[config.mk]
export PLATFORM = sky130hd
export DESIGN_NAME = cache_miss_handler
export DESIGN_NICKNAME = d
export VERILOG_FILES = /design/src/rtl/cache_miss_handler.sv
export SDC_FILE = /design/constraint.sdc
export NUM_CORES = 1
export LEC_CHECK = 0
export ABC_CLOCK_PERIOD_IN_PS = 2400
export BUFFER_PORTS_ARGS = -buffer_cell sky130_fd_sc_hd__clkbuf_2
export CELL_PAD_IN_SITES_DETAIL_PLACEMENT = 1
export CELL_PAD_IN_SITES_GLOBAL_PLACEMENT = 1
export CORE_MARGIN = 3
export CORE_UTILIZATION = 29
export DETAILED_ROUTE_END_ITERATION = 10
export PLACE_DENSITY = 0.86
export SETUP_SLACK_MARGIN = 0.5
export SYNTH_ARGS = -nofsm -noshare
export SYNTH_HDL_FRONTEND = slang
export SYNTH_SLANG_ARGS = --single-unit
[constraint.sdc]
create_clock -name clk -period 2.4 [get_ports clk]
set_input_delay 0.72 -clock clk [delete_from_list [all_inputs] [get_ports clk]]
set_output_delay 0.72 -clock clk [all_outputs]
set_load 0.03 [all_outputs]
[src/rtl/cache_miss_handler.sv]
// Cache miss handler: arbitrates I-/D-cache misses (D first), streams one
// block from a pipelined main memory and writes it into the owning cache.
// A word is written on every memory-valid cycle; the tag is written with
// the last word. One DONE cycle follows for the cache re-lookup.
module cache_miss_handler #(
  parameter int BLOCK_WORDS = 8
) (
  input  logic        clk,
  input  logic        rst_n,
  input  logic        i_miss,
  input  logic [15:0] i_miss_addr,
  input  logic        d_miss,
  input  logic [15:0] d_miss_addr,
  input  logic [15:0] mem_data,
  input  logic        mem_data_valid,
  output logic [15:0] mem_addr,
  output logic        mem_enable,
  output logic        mem_wr,
  output logic        i_write_data,
  output logic        i_write_tag,
  output logic        d_write_data,
  output logic        d_write_tag,
  output logic [2:0]  fill_word,
  output logic [15:0] fill_data,
  output logic        i_stall,
  output logic        d_stall,
  output logic        busy
);

  localparam logic [1:0] ST_IDLE = 2'd0;
  localparam logic [1:0] ST_FILL = 2'd1;
  localparam logic [1:0] ST_DONE = 2'd2;

  // Block size in bytes is 2*BLOCK_WORDS; the mask clears the in-block offset.
  localparam logic [15:0] BLK_MASK  = ~(16'(BLOCK_WORDS * 2) - 16'd1);
  localparam logic [3:0]  ISSUE_MAX = 4'(BLOCK_WORDS);
  localparam logic [2:0]  RECV_LAST = 3'(BLOCK_WORDS - 1);

  // Owner encoding: 1 = D-cache, 0 = I-cache.
  logic [1:0]  state_q, state_d;
  logic        owner_q, owner_d;
  logic [15:0] base_q, base_d;
  logic [3:0]  issue_cnt_q, issue_cnt_d;
  logic [2:0]  recv_cnt_q, recv_cnt_d;

  logic        fill_wr;
  logic        last_word;
  logic        issuing;

  // Next-state: grant in IDLE, issue/receive in FILL, single-cycle DONE.
  always_comb begin
    state_d     = state_q;
    owner_d     = owner_q;
    base_d      = base_q;
    issue_cnt_d = issue_cnt_q;
    recv_cnt_d  = recv_cnt_q;
    case (state_q)
      ST_IDLE: begin
        if (d_miss) begin
          state_d     = ST_FILL;
          owner_d     = 1'b1;
          base_d      = d_miss_addr & BLK_MASK;
          issue_cnt_d = 4'd0;
          recv_cnt_d  = 3'd0;
        end else if (i_miss) begin
          state_d     = ST_FILL;
          owner_d     = 1'b0;
          base_d      = i_miss_addr & BLK_MASK;
          issue_cnt_d = 4'd0;
          recv_cnt_d  = 3'd0;
        end
      end
      ST_FILL: begin
        // Requests go out back to back; the counter parks at BLOCK_WORDS.
        if (issue_cnt_q < ISSUE_MAX) begin
          issue_cnt_d = issue_cnt_q + 4'd1;
        end
        // Only returned words advance the fill, so latency and gaps are free.
        if (mem_data_valid) begin
          recv_cnt_d = recv_cnt_q + 3'd1;
          if (recv_cnt_q == RECV_LAST) begin
            state_d = ST_DONE;
          end
        end
      end
      ST_DONE: begin
        state_d = ST_IDLE;
      end
      default: begin
        state_d = ST_IDLE;
      end
    endcase
  end

  // State registers; reset abandons any fill in flight.
  always_ff @(posedge clk or negedge rst_n) begin
    if (!rst_n) begin
      state_q     <= ST_IDLE;
      owner_q     <= 1'b0;
      base_q      <= 16'd0;
      issue_cnt_q <= 4'd0;
      recv_cnt_q  <= 3'd0;
    end else begin
      state_q     <= state_d;
      owner_q     <= owner_d;
      base_q      <= base_d;
      issue_cnt_q <= issue_cnt_d;
      recv_cnt_q  <= recv_cnt_d;
    end
  end

  // Memory request and cache write outputs, all decoded from current state.
  always_comb begin
    issuing   = (state_q == ST_FILL) && (issue_cnt_q < ISSUE_MAX);
    fill_wr   = (state_q == ST_FILL) && mem_data_valid;
    last_word = fill_wr && (recv_cnt_q == RECV_LAST);

    mem_wr     = 1'b0;
    mem_enable = issuing;
    mem_addr   = issuing ? (base_q + {11'd0, issue_cnt_q, 1'b0}) : 16'd0;

    d_write_data = fill_wr && owner_q;
    i_write_data = fill_wr && !owner_q;
    d_write_tag  = last_word && owner_q;
    i_write_tag  = last_word && !owner_q;

    fill_word = fill_wr ? recv_cnt_q : 3'd0;
    fill_data = fill_wr ? mem_data : 16'd0;
  end

  // Stalls: own miss input, or ownership of a fill in progress. Gated by
  // rst_n so every output reads zero while reset is held.
  always_comb begin
    busy    = (state_q != ST_IDLE);
    i_stall = rst_n && (i_miss || (!owner_q && busy));
    d_stall = rst_n && (d_miss || (owner_q && busy));
  end

endmodule

## Yosys cells after proc, flatten, opt, wreduce, memory -nomap -nowiden

Index checks and enable logic that the tools add are counted.

| word-level totals | value |
|---|---|
| register bits after elaboration | 26 |
| input port bits | 53 |
| output and inout bits | 44 |
| word-level logic and storage cells | 57 |

| cells by class | value |
|---|---|
| $add $sub $neg | 3 |
| $lt $le $gt $ge | 1 |
| equal/unequal tests | 6 |
| multiplexer cells | 20 |
| reduce and logical (&&, ||, !) cells | 22 |

Operators with widths:

| kind | count |
|---|---|
| 2-to-1 mux 16 bit | 4 |
| adder 16 x 5 -> 16 bit | 1 |
| 2-to-1 mux 3 bit | 4 |
| 2-to-1 mux 4 bit | 3 |
| logical AND 1 bit | 11 |
| AND reduction 3 bit | 3 |
| 2-to-1 mux 2 bit | 4 |
| one-hot mux 4 bit (2 select lines) | 1 |
| != test 2 bit (second input constant) | 3 |
| one-hot mux 3 bit (2 select lines) | 1 |
| nonzero test 2 bit | 3 |
| adder 4 x 1 -> 4 bit (second input constant) | 1 |
| < comparator 4 bit (second input constant) | 1 |
| one-hot mux 2 bit (2 select lines) | 1 |
| adder 3 x 1 -> 3 bit (second input constant) | 1 |
| equality test 3 bit (second input constant) | 1 |
| != test 3 bit (second input constant) | 1 |
| equality test 2 x 1 -> 1 bit (second input constant) | 1 |
| zero test 2 bit | 1 |
| logical OR 1 bit | 2 |
| 2-to-1 mux 1 bit | 2 |
| AND reduction 2 bit | 1 |
| zero test 1 bit | 1 |

## Depth between registers and ports, before layout

| logic depth | value |
|---|---|
| depth in word-level cells | 4 |
| depth in mapped cells | 5 |
| gate-level depth less buffers | 5 |

## Least setup slack after synthesis

Ideal clock, no wire load.

| timing path | value |
|---|---|
| kind | flip-flop to output port |
| start point | register issue_cnt_q[3] |
| end point | output port mem_addr[15] |
| arrival time | 1.749 ns |
| data required time | 1.680 ns |
| setup slack | -0.069 ns |
| stages on the path, launching flop included | 5 |
| path buffers | 0 |
| cells stage by stage | dfrtp_1 ha_1 nand4_2 or4_1 a21oi_1 |

| on the way | value |
|---|---|
| word-level cells in the longest chain between the ends | 3 |
| elaborated cells between the ends (all ways) | 4 |
| classes of those cells | add/sub: 1; order compare: 1; mux: 1; reduce/logical: 1 |

RTL lines:

| what | RTL line | text |
|---|---|---|
| start: declaration | 43 | `logic [3:0] issue_cnt_q, issue_cnt_d;` |
| start signal: assignment | 107 | `issue_cnt_q <= issue_cnt_d;` |
| branches (longest 2 deep; another with adder 16 x 5 -> 16 bit) | - |  |
| 2-to-1 mux 16 bit * | 120 | `mem_addr = issuing ? (base_q + {11'd0, issue_cnt_q, 1'b0}) : 16'd0;` |
| end: declaration | 16 | `output logic [15:0] mem_addr,` |

Mark *: on every way between the ends.

## Worst setup path after layout

| timing path | value |
|---|---|
| start point | register base_q[4] |
| end point | output port mem_addr[12] |

| on the way | value |
|---|---|
| word-level cells in the longest chain between the ends | 2 |

RTL lines:

| what | RTL line | text |
|---|---|---|
| start: declaration | 42 | `logic [15:0] base_q, base_d;` |
| start signal: assignment | 106 | `base_q <= base_d;` |
| adder 16 x 5 -> 16 bit | 120 |  |
| 2-to-1 mux 16 bit | 120 |  |

No other way between the ends.

==> run_results.csv <==
group,metric,value,unit
status,status,"finished with violations",
status,violations,"negative setup slack",
sta,period_share,110.1,%
worst_setup_path,cp_cell_sequence,"ha_4 > nand4_4 > buf_4 > o31ai_1 > a21oi_4 > buf_8",
worst_setup_path,cp-start-kind,"register",
pwr,peakVddDrop,541.7,uV
yosys,synth_common_cells,"o21ai_0 (30), and2_1 (26), dfrtp_1 (22)",
floorplanning,ioPinCount,97,
yosys,synthDistinctLibCells,36,
floorplanning,std_cell_rows,25,
routing,antenna_left,0,
sta,hold_viol_final,0,
yosys,async_reset_ff_share,100.0,%
sta,maxSlewViolCount,0,
yosys,yosys_warnings,0,
yosys,yosysTopAreaCell,"dfrtp_1",
sta,min_period,2.643,ns
sta,final-setup-viol-count,16,
yosys,synthCells,174,
clock_network,root_buffer,"clkbuf_8",
hold_path,min_path_type,"primary input to asynchronous set/reset pin",
clock_network,clk_pin_slew_worst_paths,0.10,ns
clock_network,cts_buffers,3,
worst_setup_path,worst-path-buf-inv,2,
yosys,synth_flop_cell,"dfrtp_1",
pwr,power_density,1370,mW/mm^2
global_routing,antenna_found_initial,0,
worst_setup_path,critPathLaunch,"base_q[4]$_DFFE_PN0P_",
flow_run,cap_violations,0,
worst_setup_path,critPathKind,"register to primary output",
yosys,syn_area,0.001525,sq mm
worst_setup_path,critPathMaxFanout,4,
routing,drcViolationCount,0,
worst_setup_path,path_delay_family,"compound AO/OA/AOI/OAI gates",
yosys,synth_area_leaders,"dfrtp_1 (36%), and2_1 (11%), o21ai_0 (9.8%), mux2i_1 (7.9%), ha_1 (4.1%)",
clock_network,htreeDepth,1,
global_routing,grt_overflow,0,
clock_network,cts_sinks,22,
placed_design,post-place-ws,0.04348,ns
global_routing,grt_start_max_net_pins,23,
worst_setup_path,slowest_delay,0.46,ns
yosys,synth_edf_count,0,
global_routing,grt_util_all_layers,24.82,%
sta,worst_slack,-0.2433,ns
yosys,ys_seq_elements,22,
cells_and_area,antenna_cells,0,
worst_setup_path,worstPathArrival,1.92,ns
floorplanning,die_w,78.52,microns
cells_and_area,nNetsFinal,351,
sta,grt_setup_unrepaired,"true",
placed_design,dp_hpwl,4211,microns
yosys,yosysSeqAreaShare,36.10,%
yosys,synth.avg_cell_area,8.766,sq um
floorplanning,dieHeight,78.52,microns
worst_setup_path,critical_path_required,1.68,ns
routing,drtPass1Iterations,4,
routing,vias,1945,
clock_network,clk_path_buf_depth,2,
floorplanning,die_area,0.006165,sq mm
placed_design,place_congestion,0.7325,
routing,drt_iter0_markers,131,
global_routing,grt_pass1_wl,11850,microns
yosys,yosysTopAreaCellShare,36.10,%
worst_setup_path,cp-end-kind,"primary output",
clock_network,clock_latency,0.28,ns
sta,skew,0.01399,ns
floorplanning,core_area,0.004911,sq mm
clock_network,cts_tree,"done",
worst_setup_path,reg2reg_from,"issue_cnt_q[3]$_DFFE_PN0P_",
yosys,yosysMostFrequentCell,"o21ai_0",
cells_and_area,drive_above_1_share,68.49,%
routing,routed_via_density,5.418,
routing,avgRoutedWirePerCell,24.85,microns
floorplanning,initial_utilization,31.06,%
pwr,p_leak,1.440,nW
pwr,p_total,4.333,mW
routing,wirelength,8920,microns
placed_design,io_buffers,86,
global_routing,grt_pass1_vias,2066,
worst_setup_path,cpMaxStageDelayCell,"dfrtp_2",
cells_and_area,syn_to_final_growth,107.4,%
sta,fmax,378.3,MHz
layer usage:
| layer | global-route usage [%] | part of all wire (%) | routed length (microns) | vias to the layer above |
|---|---|---|---|---|
| met5 | 0 | 0 | 0 | - |
| met2 | 44.65 | 54 | 4834 | 76 |
| met3 | 1.950 | 3.3 | 291 | 22 |
| met1 | 30.47 | 39 | 3512 | 996 |
| li1 | - | - | - | 851 |
| met4 | 9.615 | 3.2 | 282 | 0 |
cell families (layout without fill, tap and decap cells):
| family | count (synthesis) | count (layout) | share of synthesized area [%] |
|---|---|---|---|
| multiplexers | 13 | 13 | 8.614 |
| XOR/XNOR | 4 | 4 | 2.297 |
| other | 1 | 2 | 0.2459 |
| flip-flops | 22 | 22 | 36.10 |
| AO/OA/AOI/OAI | 52 | 52 | 19.77 |
| adder cells (fa/ha/maj) | 5 | 5 | 4.102 |
| buffers and inverters | 16 | 133 | 4.594 |
| AND/OR/NAND/NOR | 61 | 61 | 24.28 |
registers in the layout, summed over array words and instances (netlist names):
| signal | cells |
|---|---|
| recv_cnt_q | 3 |
| issue_cnt_q | 4 |
| owner_q | 1 |
| base_q | 12 |
| state_q | 2 |
worst reg2reg max path: stages, from the launching register on:
cell	delay (ns)
dfrtp_2	0.47
buf_4	0.16
or3b_4	0.43
buf_8	0.18
buf_4	0.14
or3_1	0.36
a21oi_2	0.18
worst paths after layout:
kind,depth (start not counted),slack [ns],endpoint
max in group asynchronous,2,1.61,base_q[12]$_DFFE_PN0P_
min,2,0.52,issue_cnt_q[0]$_DFFE_PN0P_
min in group clk,1,0.60,recv_cnt_q[1]$_DFFE_PN0P_
max,6,-0.24,mem_addr[12]
min reg2reg,1,0.60,recv_cnt_q[1]$_DFFE_PN0P_
max reg2reg,6,0.42,issue_cnt_q[2]$_DFFE_PN0P_
stage by stage:
step | std cells | hold WS, ns | area [sq um] | utilization, % | TNS [ns]
2_1_floorplan | 175 | 0.4244 | 1794 | - | 0
3_3_place_gp | 329 | 0.5162 | 2301 | 46.85 | 0
3_5_place_dp | 329 | 0.5373 | 2301 | 46.85 | 0
4_1_cts | 349 | 0.5221 | 2984 | 60.76 | -0.5338
5_1_grt | 359 | 0.5455 | 3163 | 64.41 | -1.977
6_report | 359 | 0.5156 | 3163 | 64.41 | -1.516
what timing repair did:
action / CTS / global route
cloned: 3 / 0
endpoints found under the setup margin: 42 / 42
hold buffers: 0 / 0
setup buffers: 13 / 10
resized for setup: 116 / 53
pin swaps: 6 / 6
cells in the final DEF (no fill, tap or decap), types with 3 or more instances in the layout:
cell type	n
clkbuf_2	43
buf_8	41
o21ai_0	29
and2_4	26
buf_4	25
dfrtp_1	16
mux2i_1	12
buf_6	10
nand2_1	7
a21oi_4	6
dfrtp_2	6
clkbuf_8	6
or4_4	4
nor2_4	4
inv_1	3
nor2_1	3
a22o_1	3
layout make-up:
type,instances,area [sq um]
sequential,22,558.0
clock buffer,3,41.29
inverter,5,23.77
multi-input combinational,137,1224
timing repair buffer,124,1202
fill,532,1748
tap,67,83.83
clock inverter,1,30.03
report_power, final:
part           leakage [nW]  internal (mW)  switching, mW
Clock                0.0357          0.223          0.138
Sequential            0.264          0.547          0.331
Combinational          1.14           1.51           1.59
Total                  1.44           2.28           2.06
(Power assumes the default switching activity.)
